<file path="config.mk">
export PLATFORM = sky130hd
export DESIGN_NAME = wb_serializer
export DESIGN_NICKNAME = d
export VERILOG_FILES = /design/src/rtl/wb_serializer_pkg.sv /design/src/rtl/wb_relu.sv /design/src/rtl/wb_serializer.sv
export SDC_FILE = /design/constraint.sdc
export NUM_CORES = 1
export LEC_CHECK = 0
export BUFFER_PORTS_ARGS = -buffer_cell sky130_fd_sc_hd__buf_2
export CORE_MARGIN = 2
export CORE_UTILIZATION = 61
export CTS_CLUSTER_SIZE = 30
export DETAILED_ROUTE_END_ITERATION = 10
export GPL_ROUTABILITY_DRIVEN = 1
export PLACE_DENSITY_LB_ADDON = 0.12
export SYNTH_ARGS = -nofsm -noshare
export SYNTH_HDL_FRONTEND = slang
export SYNTH_HIERARCHICAL = 1
export SYNTH_SLANG_ARGS = --single-unit
export TNS_END_PERCENT = 1
</file>
<file path="constraint.sdc">
create_clock -name clk -period 30.6 [get_ports clk]
set_clock_uncertainty 0.2 [all_clocks]
set_input_delay 1.53 -clock clk [delete_from_list [all_inputs] [get_ports clk]]
set_output_delay 1.53 -clock clk [all_outputs]
set_load 0.02 [all_outputs]
</file>
<file path="src/rtl/wb_serializer_pkg.sv">
// Shared engine package for the writeback serializer: lane geometry defaults
// and the FSM state encoding used by wb_serializer.
package wb_serializer_pkg;

  localparam int WB_BURST_LEN = 16;  // lanes per parallel result word
  localparam int WB_DATA_W    = 16;  // FP16 lane width
  localparam int WB_CFG_W     = 16;  // width of the per-layer word counters

  typedef enum logic [1:0] {
    ST_IDLE  = 2'd0,
    ST_ARMED = 2'd1,
    ST_WRITE = 2'd2,
    ST_DONE  = 2'd3
  } wb_state_t;

endpackage

</file>
<file path="src/rtl/wb_relu.sv">
// Per-lane output clamp for the writeback serializer.
// Build option: define WB_RELU_EN to zero every lane whose sign bit is set;
// without it the lane passes through bit-exact.
module wb_relu #(
  parameter int DATA_W = 16
) (
  input  logic [DATA_W-1:0] lane_in,
  output logic [DATA_W-1:0] lane_out
);

`ifdef WB_RELU_EN
  // Negative FP16 values (sign bit set, including -0) are forced to +0.
  assign lane_out = lane_in[DATA_W-1] ? '0 : lane_in;
`else
  // Pass-through build: no modification of the lane.
  assign lane_out = lane_in;
`endif

endmodule

</file>
<file path="src/rtl/wb_serializer.sv">
// Writeback serializer: accepts parallel result groups from the compute
// engine and streams them lane by lane into DMA port 0 as write bursts,
// one burst per group, advancing the destination address after each burst.
// Build option: WB_RELU_EN enables the per-lane clamp inside wb_relu.
module wb_serializer
  import wb_serializer_pkg::*;
#(
  parameter int BURST_LEN = WB_BURST_LEN,
  parameter int DATA_W    = WB_DATA_W,
  parameter int ADDR_W    = 30
) (
  input  logic                          clk,
  input  logic                          rst,
  input  logic                          cfg_start,
  input  logic [ADDR_W-1:0]             cfg_base_addr,
  input  logic [15:0]                   cfg_total_words,
  input  logic                          res_valid,
  output logic                          res_ready,
  input  logic [BURST_LEN*DATA_W-1:0]   res_data,
  input  logic [4:0]                    res_count,
  output logic                          dma_p0_writes_en,
  output logic [ADDR_W-1:0]             p0_addr,
  input  logic                          dma_p0_ib_re,
  output logic [DATA_W-1:0]             dma_p0_ib_data,
  output logic                          dma_p0_ib_valid,
  output logic                          layer_done
);

  // Lane counter must be able to hold BURST_LEN itself; the buffer index
  // only needs to address lanes 0..BURST_LEN-1.
  localparam int CNT_W = $clog2(BURST_LEN + 1);
  localparam int IDX_W = (BURST_LEN > 1) ? $clog2(BURST_LEN) : 1;

  wb_state_t state_reg, state_next;

  logic [ADDR_W-1:0]  cur_addr_reg;
  logic [15:0]        total_reg;
  logic [15:0]        sent_reg;
  logic [CNT_W-1:0]   count_reg;
  logic [CNT_W-1:0]   idx_reg;
  logic [DATA_W-1:0]  buf_reg [BURST_LEN];
  logic [DATA_W-1:0]  lane_capt [BURST_LEN];

  logic               writes_en_reg;
  logic [ADDR_W-1:0]  addr_reg;
  logic [DATA_W-1:0]  data_reg;
  logic               valid_reg;
  logic               done_reg;

  logic [15:0]        grp_count;
  logic [15:0]        remain_words;
  logic [15:0]        take_words;
  logic [16:0]        sent_sum;
  logic               has_work;
  logic               xfer;
  logic               pop;
  logic               last_pop;
  logic               layer_complete;

  // Per-lane clamp applied to the incoming group before it is buffered.
  generate
    for (genvar gi = 0; gi < BURST_LEN; gi++) begin : g_lane
      wb_relu #(
        .DATA_W (DATA_W)
      ) u_relu (
        .lane_in  (res_data[gi*DATA_W +: DATA_W]),
        .lane_out (lane_capt[gi])
      );
    end
  endgenerate

  // Lane count of the offered group: 0 or anything beyond BURST_LEN means a
  // full group; then limited to what is still owed for this layer.
  always_comb begin
    grp_count = 16'(BURST_LEN);
    if (res_count != 5'd0 && 16'(res_count) <= 16'(BURST_LEN)) begin
      grp_count = 16'(res_count);
    end
    remain_words = total_reg - sent_reg;
    take_words   = (grp_count < remain_words) ? grp_count : remain_words;
  end

  assign has_work       = (sent_reg < total_reg);
  assign res_ready      = (state_reg == ST_ARMED) && has_work;
  assign xfer           = res_valid && res_ready;
  assign pop            = (state_reg == ST_WRITE) && dma_p0_ib_re;
  assign last_pop       = pop && ((idx_reg + CNT_W'(1)) == count_reg);
  assign sent_sum       = {1'b0, sent_reg} + 17'(count_reg);
  assign layer_complete = (sent_sum >= {1'b0, total_reg});

  // State register.
  always_ff @(posedge clk or posedge rst) begin
    if (rst) begin
      state_reg <= ST_IDLE;
    end else begin
      state_reg <= state_next;
    end
  end

  // Next-state logic: arm on start, write one burst per accepted group,
  // finish once the layer's word budget is used up.
  always_comb begin
    state_next = state_reg;
    case (state_reg)
      ST_IDLE: begin
        if (cfg_start) state_next = ST_ARMED;
      end
      ST_ARMED: begin
        if (!has_work)      state_next = ST_DONE;
        else if (res_valid) state_next = ST_WRITE;
      end
      ST_WRITE: begin
        if (last_pop) state_next = layer_complete ? ST_DONE : ST_ARMED;
      end
      ST_DONE: begin
        state_next = ST_IDLE;
      end
      default: begin
        state_next = ST_IDLE;
      end
    endcase
  end

  // Layer bookkeeping: base address, word budget and progress.
  always_ff @(posedge clk or posedge rst) begin
    if (rst) begin
      cur_addr_reg <= '0;
      total_reg    <= '0;
      sent_reg     <= '0;
    end else if (state_reg == ST_IDLE && cfg_start) begin
      cur_addr_reg <= cfg_base_addr;
      total_reg    <= cfg_total_words;
      sent_reg     <= '0;
    end else if (last_pop) begin
      cur_addr_reg <= cur_addr_reg + ADDR_W'(count_reg);
      sent_reg     <= sent_sum[15:0];
    end
  end

  // Group capture buffer and lane bookkeeping for the current burst.
  always_ff @(posedge clk or posedge rst) begin
    if (rst) begin
      for (int i = 0; i < BURST_LEN; i++) begin
        buf_reg[i] <= '0;
      end
      count_reg <= '0;
      idx_reg   <= '0;
    end else if (xfer) begin
      for (int i = 0; i < BURST_LEN; i++) begin
        buf_reg[i] <= lane_capt[i];
      end
      count_reg <= CNT_W'(take_words);
      idx_reg   <= '0;
    end else if (pop) begin
      idx_reg <= idx_reg + CNT_W'(1);
    end
  end

  // DMA burst request: raised with the burst address when a group is taken,
  // dropped after the final lane has been popped.
  always_ff @(posedge clk or posedge rst) begin
    if (rst) begin
      writes_en_reg <= 1'b0;
      addr_reg      <= '0;
    end else if (xfer) begin
      writes_en_reg <= 1'b1;
      addr_reg      <= cur_addr_reg;
    end else if (last_pop) begin
      writes_en_reg <= 1'b0;
    end
  end

  // Serialized output word, one cycle behind each pop; valid only on pops.
  always_ff @(posedge clk or posedge rst) begin
    if (rst) begin
      data_reg  <= '0;
      valid_reg <= 1'b0;
    end else begin
      valid_reg <= pop;
      if (pop) begin
        data_reg <= buf_reg[idx_reg[IDX_W-1:0]];
      end
    end
  end

  // Layer completion pulse, one cycle for each visit to DONE.
  always_ff @(posedge clk or posedge rst) begin
    if (rst) begin
      done_reg <= 1'b0;
    end else begin
      done_reg <= (state_reg == ST_DONE);
    end
  end

  assign dma_p0_writes_en = writes_en_reg;
  assign p0_addr          = addr_reg;
  assign dma_p0_ib_data   = data_reg;
  assign dma_p0_ib_valid  = valid_reg;
  assign layer_done       = done_reg;

endmodule

</file>
==> impl_metrics.yaml <==
cells_and_area:
  final_nets: 2146
  area_growth_pct: 8.452
  drive_gt1_share_pct: 29.53
  final_cell_count_no_fill: 2283
  n_fill_cell: 2554
  largest_reg_flops: 256
sta:
  slew_violations: 0
  worst_pin_slew_ns: 1.097
  post-route-period-util_pct: 16.20
  maxSlewHeadroom_pct: 26.88
  min_period_ns: 4.958
  finalSetupViolCount: 0
  final.setup.tns_ns: 0
  max_freq_ghz: 0.2017
  rsz0062_at_grt: "false"
  finalHoldViolCount: 0
logic_synthesis:
  syn_nets: 2065
  yosysSeqAreaShare_pct: 45.96
  synth.top_cells.by_area: "dfrtp_1 (46%), mux2_1 (16%), buf_4 (9.3%), mux4_2 (8.7%), ha_1 (2.9%)"
  syn_area_per_cell_um2: 12.13
  yosysTopAreaCell: "dfrtp_1"
  synth_area_um2: 20640
  synth_top_area_share_pct: 45.96
  syn_inst: 1702
  ys_warn_count: 6
  async_reset_ff_share_pct: 100.0
  synth_ff_type: "dfrtp_1"
  synth_enable_flop_cells: 0
  yosysUniqueCellTypes: 66
  ys_ff_latch: 379
worst_setup_path:
  critical_path_required_ns: 28.87
  cp_max_fo: 7
  r2r_setup_slack_ns: 25.96
  end_kind: "output port"
  criticalPathCategory: "reg2out"
  critPathLaunchType: "flop"
  crit_arrival_ns: 3.23
job:
  cap_violations: 0
pwr:
  seq_power_share_pct: 38.4
  peakVddDrop_mv: 0.06364
  switchingPower_mw: 0.8411
  p_int_mw: 1.552
  p_leak_nw: 10.19
  p_comb_share_pct: 39.6
  pwr-share-clk_pct: 22.0
  cellPowerDensity_nw_per_um2: 106.9
  swShare_pct: 35.15
clock_network:
  clk_pin_slew_ns: 0.06
  hold_buffers: 0
  post_cts_buffers: 0
  cts_root_buf: "clkbuf_16"
  numClockSinks: 379
  cts_buffers: 40
  post_cts_resized: 0
  tritoncts: "yes"
  h-tree-depth: 2
  clock_path_buffers: 3
  clk-insertion-delay-late_ns: 0.53
floorplanning:
  die_x_um: 187.9
  io-pin-count: 362
  die_height_um: 187.9
  die_area_um2: 35320
  std_cell_rows: 67
  initial_core_util_pct: 61.70
  core-area_um2: 33450
grt:
  antenna_found_initial: 29
  grt_pass1_wl_mm: 75.00
  grt_max_degree: 180
  grt_pass1_vias: 13350
  track_usage_pct: 27.34
  overflow: 0
detailed_routing:
  postRouteAntennaNets: 0
  first_pass_iters: 5
  vias_per_cell: 5.684
  vias: 12980
  drc_errors: 0
  drtIter0Drc: 778
  routed_wl_mm: 47.25
  drt-wirelength-per-cell_um: 20.70
outcome:
  status: "finished clean"
place:
  gp_congestion: 0.8844
  dp_cells: 2189
  numPortBuffers: 361
  hpwl_mm: 34.05
min_path:
  hold_class: "reg2reg"
cell usage after synthesis (5+ instances only):
master,number
mux4_2,80
ha_1,48
a221o_1,12
and2_1,9
nor2_1,48
mux2_1,286
buf_4,256
or4_1,7
and3_1,6
nand2b_1,9
nor2b_1,11
clkbuf_1,31
xor2_1,12
nor4_1,8
o21ai_1,29
nor3_1,26
nand2_1,116
inv_1,51
o311ai_1,5
nand3_1,23
dfrtp_1,379
o21a_1,6
o31ai_1,13
o211ai_1,5
xnor2_1,25
nand4_1,14
buf_1,10
a21o_1,22
a31oi_1,9
buf_2,37
o21ai_0,35
a21oi_1,18
stage by stage:
| step | utilization (%) | instance area (µm²) | worst slack, ns | hold WS, ns | total power, mW |
|---|---|---|---|---|---|
| 6_report | 66.91 | 22380 | 25.64 | 0.2700 | 2.393 |
| 5_1_grt | 66.89 | 22370 | 25.46 | 0.2886 | 2.545 |
| 4_1_cts | 66.76 | 22330 | 25.61 | 0.2767 | 2.416 |
| 3_5_place_dp | 62.44 | 20890 | 25.88 | 0.2576 | 1.883 |
| 3_3_place_gp | 62.44 | 20890 | 25.91 | 0.2539 | 1.847 |
| 2_1_floorplan | - | 20640 | 18.34 | 0.2524 | 1.612 |
placed cells by master (no fill, tap or decap), types with 29 or more instances in the layout:
cell | netlist | layout
mux4_2 | 80 | 80
o21ai_1 | 29 | 29
nand2_1 | 116 | 116
mux2_1 | 286 | 286
inv_1 | 51 | 50
nor2_1 | 48 | 47
dfrtp_1 | 379 | 377
buf_2 | 37 | 361
o21ai_0 | 35 | 35
ha_1 | 48 | 48
clkbuf_16 | 0 | 42
critical path, cell delays in order, from the launching register on:
cell and delay (ns):
dfrtp_1 0.46, inv_1 0.07, ha_1 0.37, a211oi_2 0.24
nor2_1 0.09, or3_4 0.35, a221o_2 0.41, a31oi_2 0.28
nor2_1 0.09, and2_1 0.19, buf_2 0.15
power groups by stage:
stage                     clock [mW]  combinational, mW  sequential [mW]
after global placement             0              0.933            0.915
after CTS                      0.535              0.960            0.921
after global routing           0.556               1.04            0.954
after floorplan                    0              0.737            0.875
final                          0.526              0.948            0.919
after detailed placement           0              0.956            0.927
path summary, 6_finish.rpt:
| check | start | end | cells after the start |
|---|---|---|---|
| worst max-delay path | sent_reg[5] | res_ready | 10 |
| worst min-delay path | dma_p0_ib_data[6] | dma_p0_ib_data[6] | 2 |
| worst max register to register | total_reg[0] | buf_reg[45] | 12 |
| worst min register to register | dma_p0_ib_data[6] | dma_p0_ib_data[6] | 2 |
| max in group asynchronous | rst | buf_reg[253] | 3 |
| min in group asynchronous | rst | buf_reg[255] | 2 |
cells by family after synthesis:
kind of cell	after synthesis	share of synthesized area, %
xor gates and xnor gates	37	1.570
adders and majority gates	51	3.201
and+or+nand+nor	292	6.712
AOI/OAI and AO/OA	189	6.227
DFF	379	45.96
muxes	368	24.43
buffers and inverters	386	11.90
metal layers:
layer  track usage (%)  share of wire [%]  vias up
met1             35.14                 40     6461
li1                  -                  -     6003
met2             44.89                 49      398
met4             10.08                3.5       16
met3             7.224                7.2       99
met5                 0               0.19        -
cell type report:
cell class / count / area (µm²) / area share (%)
Antenna cell: 20 / 50.05 / 0.2236
Clock buffer: 58 / 1201 / 5.367
Clock inverter: 16 / 244.0 / 1.090
Inverter: 52 / 202.7 / 0.9056
Multi-Input combinational cell: 937 / 8710 / 38.91
Sequential cell: 379 / 9492 / 42.41
Tap cell: 448 / 560.5 / 2.504
Timing Repair Buffer: 373 / 1922 / 8.587
(Power assumes the default switching activity.)
